$ cat src/rtl/cmp_if.sv
// Bus between the sweep driver (initiator) and a registered magnitude comparator.
// The driver sends operands and mode enable; the comparator returns G/L/E flags.
interface cmp_if #(
   parameter int W = 4
);
   logic [W-1:0] A_out;
   logic [W-1:0] B_out;
   logic         C3_out;
   logic [3:0]   G_in;
   logic [3:0]   L_in;
   logic [3:0]   E_in;

   modport master (
      output A_out, B_out, C3_out,
      input  G_in, L_in, E_in
   );

   modport slave (
      input  A_out, B_out, C3_out,
      output G_in, L_in, E_in
   );
endinterface

$ cat src/rtl/cmp_sweep_driver.sv
// Exhaustive operand sweep for comparator self-test: drives every (A,B) pair,
// checks the returned G/L/E flags and accumulates greater/less/equal/error counts.
module cmp_sweep_driver #(
   parameter int W     = 4,
   parameter int LAT   = 1,
   parameter int CNT_W = 2*W+1
) (
   input  logic             clk,
   input  logic             rst,
   input  logic             start,
   cmp_if.master            cmp,
   output logic             busy,
   output logic             done,
   output logic [CNT_W-1:0] gt_cnt,
   output logic [CNT_W-1:0] lt_cnt,
   output logic [CNT_W-1:0] eq_cnt,
   output logic [CNT_W-1:0] err_cnt,
   output logic             err
);
   typedef enum logic [2:0] {IDLE, DRIVE, WAIT, CAPTURE, DONE} state_t;

   // Counter only needs to reach LAT-2; WAIT is bypassed entirely when LAT==1.
   localparam int WC_W = (LAT > 2) ? $clog2(LAT-1) : 1;
   localparam logic [WC_W-1:0] WAIT_LAST = WC_W'((LAT > 1) ? (LAT-2) : 0);

   state_t           state_reg, state_next;
   logic [W-1:0]     a_reg, b_reg;
   logic [WC_W-1:0]  wait_cnt_reg;
   logic [CNT_W-1:0] gt_cnt_reg, lt_cnt_reg, eq_cnt_reg, err_cnt_reg;
   logic             err_reg;
   logic             c3;
   logic             last_pair;
   logic [3:0]       exp_flag, oth_flag0, oth_flag1;
   logic             result_ok;

   assign last_pair = (&a_reg) & (&b_reg);

   always_ff @(posedge clk or negedge rst) begin
      if (!rst) state_reg <= IDLE;
      else      state_reg <= state_next;
   end

   always_comb begin
      state_next = state_reg;
      busy       = 1'b0;
      done       = 1'b0;
      c3         = 1'b0;
      case (state_reg)
         IDLE: begin
            if (start) state_next = DRIVE;
         end
         DRIVE: begin
            busy       = 1'b1;
            c3         = 1'b1;
            state_next = (LAT > 1) ? WAIT : CAPTURE;
         end
         WAIT: begin
            busy = 1'b1;
            c3   = 1'b1;
            if (wait_cnt_reg == WAIT_LAST) state_next = CAPTURE;
         end
         CAPTURE: begin
            busy       = 1'b1;
            c3         = 1'b1;
            state_next = last_pair ? DONE : DRIVE;
         end
         DONE: begin
            done       = 1'b1;
            state_next = IDLE;
         end
         default: state_next = IDLE;
      endcase
   end

   // Select the flag that should be 1 for this pair; the other two must be 0.
   always_comb begin
      if (a_reg > b_reg) begin
         exp_flag  = cmp.G_in;
         oth_flag0 = cmp.L_in;
         oth_flag1 = cmp.E_in;
      end else if (a_reg < b_reg) begin
         exp_flag  = cmp.L_in;
         oth_flag0 = cmp.G_in;
         oth_flag1 = cmp.E_in;
      end else begin
         exp_flag  = cmp.E_in;
         oth_flag0 = cmp.G_in;
         oth_flag1 = cmp.L_in;
      end
      result_ok = (exp_flag == 4'd1) && (oth_flag0 == 4'd0) && (oth_flag1 == 4'd0);
   end

   always_ff @(posedge clk or negedge rst) begin
      if (!rst) begin
         a_reg        <= '0;
         b_reg        <= '0;
         wait_cnt_reg <= '0;
         gt_cnt_reg   <= '0;
         lt_cnt_reg   <= '0;
         eq_cnt_reg   <= '0;
         err_cnt_reg  <= '0;
         err_reg      <= 1'b0;
      end else begin
         wait_cnt_reg <= (state_reg == WAIT) ? wait_cnt_reg + WC_W'(1) : '0;
         if (state_reg == IDLE && start) begin
            a_reg       <= '0;
            b_reg       <= '0;
            gt_cnt_reg  <= '0;
            lt_cnt_reg  <= '0;
            eq_cnt_reg  <= '0;
            err_cnt_reg <= '0;
            err_reg     <= 1'b0;
         end else if (state_reg == CAPTURE) begin
            if (!result_ok) begin
               err_cnt_reg <= err_cnt_reg + CNT_W'(1);
               err_reg     <= 1'b1;
            end else if (a_reg > b_reg) begin
               gt_cnt_reg <= gt_cnt_reg + CNT_W'(1);
            end else if (a_reg < b_reg) begin
               lt_cnt_reg <= lt_cnt_reg + CNT_W'(1);
            end else begin
               eq_cnt_reg <= eq_cnt_reg + CNT_W'(1);
            end
            // Final pair keeps its operands; the next start rewinds them.
            if (!last_pair) {a_reg, b_reg} <= {a_reg, b_reg} + (2*W)'(1);
         end
      end
   end

   assign cmp.A_out  = a_reg;
   assign cmp.B_out  = b_reg;
   assign cmp.C3_out = c3;
   assign gt_cnt     = gt_cnt_reg;
   assign lt_cnt     = lt_cnt_reg;
   assign eq_cnt     = eq_cnt_reg;
   assign err_cnt    = err_cnt_reg;
   assign err        = err_reg;
endmodule

$ cat src/flat_wrapper.sv
// flat-port wrapper written by rule: the top's interface ports become plain ports
module cmp_sweep_driver_flat 
#(
   parameter int W     = 4,
   parameter int LAT   = 1,
   parameter int CNT_W = 2*W+1
)
  (clk, rst, start, busy, done, gt_cnt, lt_cnt, eq_cnt, err_cnt, err, cmp_A_out, cmp_B_out, cmp_C3_out, cmp_G_in, cmp_L_in, cmp_E_in);
  cmp_if #(.W(W)) cmp_i ();
  input  logic clk;
  input  logic rst;
  input  logic start;
  output logic busy;
  output logic done;
  output logic [CNT_W-1:0] gt_cnt;
  output logic [CNT_W-1:0] lt_cnt;
  output logic [CNT_W-1:0] eq_cnt;
  output logic [CNT_W-1:0] err_cnt;
  output logic err;
  output wire logic [$bits(cmp_i.A_out)-1:0] cmp_A_out;
  output wire logic [$bits(cmp_i.B_out)-1:0] cmp_B_out;
  output wire logic [$bits(cmp_i.C3_out)-1:0] cmp_C3_out;
  input wire logic [$bits(cmp_i.G_in)-1:0] cmp_G_in;
  input wire logic [$bits(cmp_i.L_in)-1:0] cmp_L_in;
  input wire logic [$bits(cmp_i.E_in)-1:0] cmp_E_in;
  assign cmp_A_out = cmp_i.A_out;
  assign cmp_B_out = cmp_i.B_out;
  assign cmp_C3_out = cmp_i.C3_out;
  assign cmp_i.G_in = cmp_G_in;
  assign cmp_i.L_in = cmp_L_in;
  assign cmp_i.E_in = cmp_E_in;
  cmp_sweep_driver #(.W(W), .LAT(LAT), .CNT_W(CNT_W)) u_core (.clk(clk), .rst(rst), .start(start), .cmp(cmp_i), .busy(busy), .done(done), .gt_cnt(gt_cnt), .lt_cnt(lt_cnt), .eq_cnt(eq_cnt), .err_cnt(err_cnt), .err(err));
endmodule
$ cat config.mk
export PLATFORM = sky130hd
export DESIGN_NAME = cmp_sweep_driver_flat
export DESIGN_NICKNAME = d
export VERILOG_FILES = /design/src/rtl/cmp_if.sv /design/src/rtl/cmp_sweep_driver.sv /design/src/flat_wrapper.sv
export SDC_FILE = /design/constraint.sdc
export NUM_CORES = 1
export LEC_CHECK = 0
export CAP_MARGIN = 20
export CORE_UTILIZATION = 50
export DETAILED_ROUTE_END_ITERATION = 8
export PLACE_DENSITY_LB_ADDON = 0.2
export SYNTH_ARGS = -nofsm -noshare
export SYNTH_HDL_FRONTEND = slang
export SYNTH_SLANG_ARGS = --single-unit
$ cat constraint.sdc
create_clock -name clk -period 3 [get_ports clk]
set_input_delay 0.6 -clock clk [delete_from_list [all_inputs] [get_ports clk]]
set_output_delay 0.6 -clock clk [all_outputs]
set_load 0.1 [all_outputs]
==> results.md, run 1 <==
STA:
- The worst path needs 2.66 ns of the cycle, external delays included.
- The pin slew with the least headroom to its limit is 0.623 ns.
- The clock tree skew after final layout is 0.00464 ns.
- The hold violation total from the final report came to 0.
- The max-slew violation count is 0.
- The achievable clock frequency is 0.375 GHz.
- The total negative setup slack is 0 ns.
- The share of the clock period used by the worst path after layout is 0.888.
- The final count of negative-setup-slack endpoints is 0.
- In this run the tightest slew margin relative to its limit is 0.583.
- After layout, the worst setup slack is 0.335 ns.
- Setup repair after global routing left no endpoint under its margin.

Layout:
- The most frequent standard cell in the layout excluding fill and tap cells is buf_4.
- The growth of design area from synthesis to finish is 24.2%.
- The number of standard cells in the layout, taps in and fillers out is 428.
- In the layout the commonest cells are 56 x buf_4, 46 x dfrtp_1, 29 x nor2_1.
- The number of inserted diodes is 0.
- The post-route standard cell area excluding fillers is 0.00345 mm².
- The final layout net count is 381.
- The number of inserted filler cells in the final layout is 436.
- In the final layout, the share of cells above drive strength 1 is 0.232.

Synthesis:
- A synthesized cell averages 9.48 µm².
- The number of synthesized flops with an enable pin is 0.
- The synthesized netlist contains 50 unique library cells.
- The synthesized net count is 317.
- The area of the mapped netlist is 0.00278 mm².
- For this run, the leading register cell type out of synthesis is dfrtp_1.
- In this run, synthesis produced a sequential element count of 49.
- For this run, asynchronously set or reset flops after synthesis account for 1.00.
- Of the synthesized area, sequential elements account for 0.442.
- The Yosys step of the flow raised 0 warnings.
- Counting every instance in the synthesized netlist gives 293.

Detailed routing:
- After detailed routing, the average wire length per cell comes to 14.4 µm.
- The total via count in the routed design is 2,446.
- The post-route DRC violation count is 0.
- The DRC marker count from the first detailed-route iteration is 150.
- Before antenna repair, the detailed router went through 5 iterations.
- After detailed routing, the number of vias per cell comes to 5.71.
- The remaining number of nets flagged by the antenna check after routing is 0.
- After detailed routing, the total wire length is 6170 µm.

Global route:
- The first global-routing pass estimated 10,500 µm of wire.
- The total overflow left after global routing is 0.
- The combined global-route utilization of all metal layers is 0.223.
- The number of antenna violations at the first check in global routing was 0.
- The via count of the first global-routing pass was 2,220.
- The maximum number of pins on one net before global-route repair is 31.

Outcome:
- The flow ran to the end, and the final reports show no timing, DRC or antenna violations.

Clock network:
- Post-CTS timing repair inserted 0 buffers for setup.
- TritonCTS built the clock tree.
- No sink is reached through more buffers than the 2 on the longest clock path.
- The clock-pin slew on the worst setup and hold paths is 0.09 ns.
- Gates resized during post-CTS repair numbered 0.
- The clock sink count is 49.
- The deepest level of the CTS H-tree is 2.
- The CTS buffer count is 5.
- The number of hold buffers added after CTS was 0.
- The clock latency on the worst-skew pair is 0.30 ns.
- The root buffer selected by CTS is clkbuf_8.

Die:
- The number of placement rows is 26.
- The die width is 76.5 µm.
- For this configuration, the core starts out at a cell density of 0.530.
- 63 I/O pins were placed.
- The height of the die is 76.5 µm.
- The die area is 0.00585 mm².
- The core box area is 0.00524 mm².

Worst setup path:
- The category of cells accounting for the largest share of critical-path delay is compound AO/OA/AOI/OAI gates.
- The worst setup path is captured at a flip-flop.
- The data required time of the critical path is 3.23 ns.
- STA classifies the critical path startpoint as a flip-flop.
- The slowest stage of the critical path is the or4_1 cell.
- Of all nets on the critical path, the largest fanout is 13.
- For this run, the slowest stage of the critical path takes 0.51 ns.
- The signal on the critical path passes through inv_1 > ha_1 > nand4_2 > mux2i_1 > a2111oi_4 > o211ai_4 > or4_1 > a21oi_1.
- STA puts the critical path data arrival time at 2.90 ns.
- Together, buffers and inverters on the worst path number 1.
- The setup path with the least slack is of type reg -> reg.

Place:
- Detailed placement finished with a half-perimeter wire length of 4470 µm.
- At the placement stage, the worst setup path has a slack of 0.110 ns.
- The count of buffers from port buffering is 62.
- The instance area at placement is 0.00336 mm².
- The cell count after placement is 420.
- The placer congestion estimate is 0.798.

Hold path:
- In this run the worst hold path is classified as in -> async.

Power and ir drop:
- The leakage power figure is 0.00154 µW.
- The maximum resistive drop on vdd is 864 µV.
- The power per standard cell area is 727 mW/mm².

Job:
- The max-capacitance violation count is 0.
-- Yosys cell counts (5+ instances only) --
| cell type | number | area (µm²) |
|---|---|---|
| or2_2 | 6 | 37.5 |
| inv_1 | 11 | 41.3 |
| a21oi_1 | 17 | 85.1 |
| clkbuf_1 | 5 | 18.8 |
| nor4_1 | 7 | 43.8 |
| xor2_1 | 5 | 43.8 |
| o21ai_0 | 12 | 60.1 |
| nor2_1 | 29 | 109 |
| nand3_1 | 17 | 85.1 |
| xnor2_1 | 9 | 78.8 |
| or3_1 | 9 | 56.3 |
| ha_1 | 9 | 113 |
| o31ai_1 | 6 | 45.0 |
| nor3_1 | 7 | 35.0 |
| mux2i_1 | 9 | 90.1 |
| dfrtp_1 | 49 | 1230 |
| nand2_1 | 22 | 82.6 |
| buf_2 | 6 | 30.0 |
-- stage by stage --
stage               hold WS (ns)  total power, µW  utilization
floorplan                  0.304             1850            -
global placement           0.423             2110        0.642
detailed placement         0.424             2120        0.642
CTS                        0.256             2520        0.659
global route               0.270             2640        0.659
finish                     0.233             2510        0.659
-- cells by family after synthesis --
group / share of synthesized area
compound gates: 0.161
simple gates: 0.241
fa+ha+maj: 0.0406
xor+xnor: 0.0442
mux: 0.0324
buf+inv: 0.0392
flops: 0.442
-- layer usage --
metal | vias up | track usage | routed length, µm
li1 | 1200 | - | -
met1 | 1184 | 0.309 | 2840
met2 | 54 | 0.350 | 3030
met3 | 8 | 0.0443 | 230
met4 | 0 | 0.0712 | 70
met5 | - | 0 | 0
-- final timing paths --
kind,start,endpoint,slack [ns],depth (start not counted)
setup / recovery,u_core.cmp.B_out[3],u_core.gt_cnt[5],0.34,8
hold / removal,rst,u_core.err_cnt[5],0.23,1
setup reg to reg,u_core.cmp.B_out[3],u_core.gt_cnt[5],0.34,8
hold reg to reg,u_core.wait_cnt_reg,u_core.wait_cnt_reg,0.44,1
max in group asynchronous,rst,u_core.gt_cnt[5],2.02,2
min in group clk,u_core.wait_cnt_reg,u_core.wait_cnt_reg,0.44,1
-- final cells by class --
class | count | area (µm²) | area share
repair buffers | 70 | 556 | 0.161
multi-input cells | 220 | 1450 | 0.420
well taps | 70 | 87.6 | 0.0254
clock inverters | 2 | 15.0 | 0.00435
clock buffers | 6 | 72.6 | 0.0210
inverters | 11 | 41.3 | 0.0120
flip-flops and latches | 49 | 1230 | 0.357
-- power breakdown --
part / switching, µW / internal (µW) / total (µW)
Sequential: 120 / 752 / 872
Combinational: 934 / 308 / 1240
Clock: 229 / 165 / 393
(Power assumes the default switching activity.)
==> run 2: changes to the inputs <==
- SLEW_MARGIN: unset -> 20
==> results of run 2 <==
The final DEF is identical to that of run 1; final timing and power are the same.
==> run 3: changes to the inputs <==
- GPL_TIMING_DRIVEN: unset -> 0
==> results.md, run 3 (same netlist as run 1, synthesis figures left out) <==
Clock network:
- The tree is rooted in a clkbuf_8.
- The number of buffers inserted to repair setup after CTS is 0 (unchanged).
- The clock sink count is 49 (unchanged).
- The clock latency on the worst-skew pair was 0.31 ns (about the same).
- The clock-pin slew on the worst setup and hold paths is 0.09 ns (about the same).
- TritonCTS built the clock tree.
- The deepest level of the CTS H-tree is 2 (unchanged).
- The CTS buffer count was 5 (unchanged).
- The number of buffers inserted by hold repair at cts is 0 (unchanged).
- The clock tree buffer depth is 2 (unchanged).
- The post-cts gate resize count is 0 (unchanged).

STA:
- The clock tree skew after final layout is 0.00885 ns (+0.00421 ns).
- The share of the clock period used by the worst path after layout is 0.961 (+0.0726).
- The final count of negative-setup-slack endpoints is 0 (unchanged).
- The hold violation total from the final report is 0 (unchanged).
- The pin slew with the least headroom to its limit is 0.983 ns (+0.360 ns).
- The minimum clock period is 2.88 ns (+0.218 ns).
- The achievable clock frequency is 0.347 GHz (-7.6%).
- Setup repair after global routing left no endpoint under its margin.
- The total negative setup slack came to 0 ns (unchanged).
- The max-slew violation count is 0 (unchanged).
- The smallest hold slack is 0.223 ns (-0.0105 ns).
- The normalized max-slew margin was 0.343 (-0.241).

Detailed routing:
- The DRC marker count from the first detailed-route iteration is 156 (+4.0%).
- The routed length per instance is 14.4 µm (+0.23%).
- The average via count per standard cell is 5.70 (-0.24%).
- The remaining number of nets flagged by the antenna check after routing came to 0 (unchanged).
- The post-route DRC violation count is 0 (unchanged).
- The routed wire length came to 6280 µm (+1.9%).
- The total via count in the routed design came to 2,480 (+1.4%).
- The number of optimization iterations in the first detailed-route pass is 4 (-1).

Global route:
- The maximum number of pins on one net before global-route repair is 33 (+6.5%).
- The wire length of the first global-routing pass came to 10,800 µm (+3.0%).
- The combined global-route utilization of all metal layers is 0.228 (+0.00555).
- The via count of the first global-routing pass is 2,310 (+4.1%).
- The remaining global-route overflow is 0 (unchanged).
- The number of antenna violations at the first check in global routing is 0 (unchanged).

Die:
- The I/O pin total was 63 (unchanged).
- The die width is 76.5 µm (unchanged).
- The die area was 0.00585 mm² (unchanged).
- The core box area is 0.00524 mm² (unchanged).
- The initial core utilization was 0.530 (unchanged).
- The number of placement rows is 26 (unchanged).
- The height of the die came to 76.5 µm (unchanged).

Place:
- The placer congestion estimate was 0.863 (+8.1%).
- The cell count after placement is 427 (+1.7%).
- The instance area at placement came to 0.00351 mm² (+4.5%).
- The count of buffers from port buffering came to 62 (unchanged).
- The total half-perimeter wirelength after legalization and detailed placement came to 4590 µm (+2.7%).

Worst setup path:
- The critical path start-end classification is reg -> out.
- The worst setup path is captured at a primary output.
- The biggest fanout along the worst timing path is 8 (-5).
- The data required time of the critical path is 2.40 ns (-0.83 ns).
- The arrival time of the worst setup path was 2.28 ns (-0.62 ns).
- STA classifies the critical path startpoint as a flip-flop.

Power and ir drop:
- The overall power consumption is 2720 µW (+8.7%).
- The leakage power figure is 0.00151 µW (-2.1%).
- The power per standard cell area is 746 mW/mm² (+2.6%).
- The maximum resistive drop on vdd is 782 µV (-9.5%).

Layout:
- Relative to the synthesized area, the layout overhead comes to 31.5%.
- Leaving out fill and tap cells, the most frequent cells in the layout are 61 x clkdlybuf4s50_1, 46 x dfrtp_1, 29 x nor2_1.
- The post-route standard cell area excluding fillers was 0.00365 mm² (+5.9%).
- Leaving out fill and tap cells, the most frequent cell in the layout is clkdlybuf4s50_1.
- The share of post-route cells with drive strength above 1 was 0.104 (-0.128).
- The final layout net count came to 388 (+1.8%).
- The number of inserted diodes is 0 (unchanged).
- The number of standard cells in the layout, taps in and fillers out is 435 (+1.6%).

Hold path:
- The worst hold path belongs to the class in -> async.

Outcome:
- The flow ran to the end, and the final reports show no timing, DRC or antenna violations.

Job:
- The max-capacitance violation count is 0 (unchanged).
==> run 3: cell count changes in the layout (fill, tap and decap cells not counted), sizes merged <==
cell / previous run / this run
bufinv: 0 / 2
inv: 11 / 12
clkdlybuf4s50: 13 / 61
clkinvlp: 2 / 0
clkbuf: 6 / 10
buf: 57 / 11
==> run 3: cell type report <==
| class | instances | area (µm²) |
|---|---|---|
| clock buffer | 5 | 68.8 |
| buffer | 13 | 67.6 |
| multi-input combinational | 220 | 1450 |
| inverter | 11 | 41.3 |
| tap | 70 | 87.6 |
| fill | 425 | 1590 |
| sequential | 49 | 1230 |
| clock inverter | 3 | 68.8 |
| timing repair buffer | 64 | 641 |
==> run 3: layer usage <==
metal,wire (µm),part of all wire,track usage,up-vias
li1,-,-,-,1215
met1,2860,0.45,0.300,1194
met2,3080,0.49,0.379,65
met3,282,0.045,0.0431,6
met4,64,0.010,0.0731,0
met5,0,0,0,-
==> run 3: stage by stage <==
step	utilization	setup slack, ns
after floorplan	-	0.00757
after global placement	0.666	-0.292
after detailed placement	0.671	0.117
after CTS	0.697	0.116
after global routing	0.697	0.00781
final	0.697	0.118
==> run 3: final timing paths <==
path / start / end / cells after the start / slack [ns]
max reg2reg: u_core.cmp.B_out[3] / u_core.gt_cnt[2] / 9 / 0.38
min: rst / u_core.err_cnt[5] / 1 / 0.22
min reg2reg: u_core.wait_cnt_reg / u_core.wait_cnt_reg / 1 / 0.44
max: u_core.state_reg[0] / cmp_C3_out / 5 / 0.12
max in group asynchronous: rst / u_core.cmp.B_out[3] / 2 / 2.25
min in group clk: u_core.wait_cnt_reg / u_core.wait_cnt_reg / 1 / 0.44
==> run 3: worst max-delay path, cell delays in order (launching register included) <==
cell,delay (ns)
dfrtp_1,0.34
buf_2,0.18
nor2_1,0.09
nor2_1,0.13
buf_4,0.12
clkdlybuf4s50_1,1.11
==> run 3: where the power goes <==
group	leakage [µW]	switching, µW	internal, µW
Sequential	0.000647	115	752
Clock	0.0000687	233	336
Combinational	0.000794	948	340
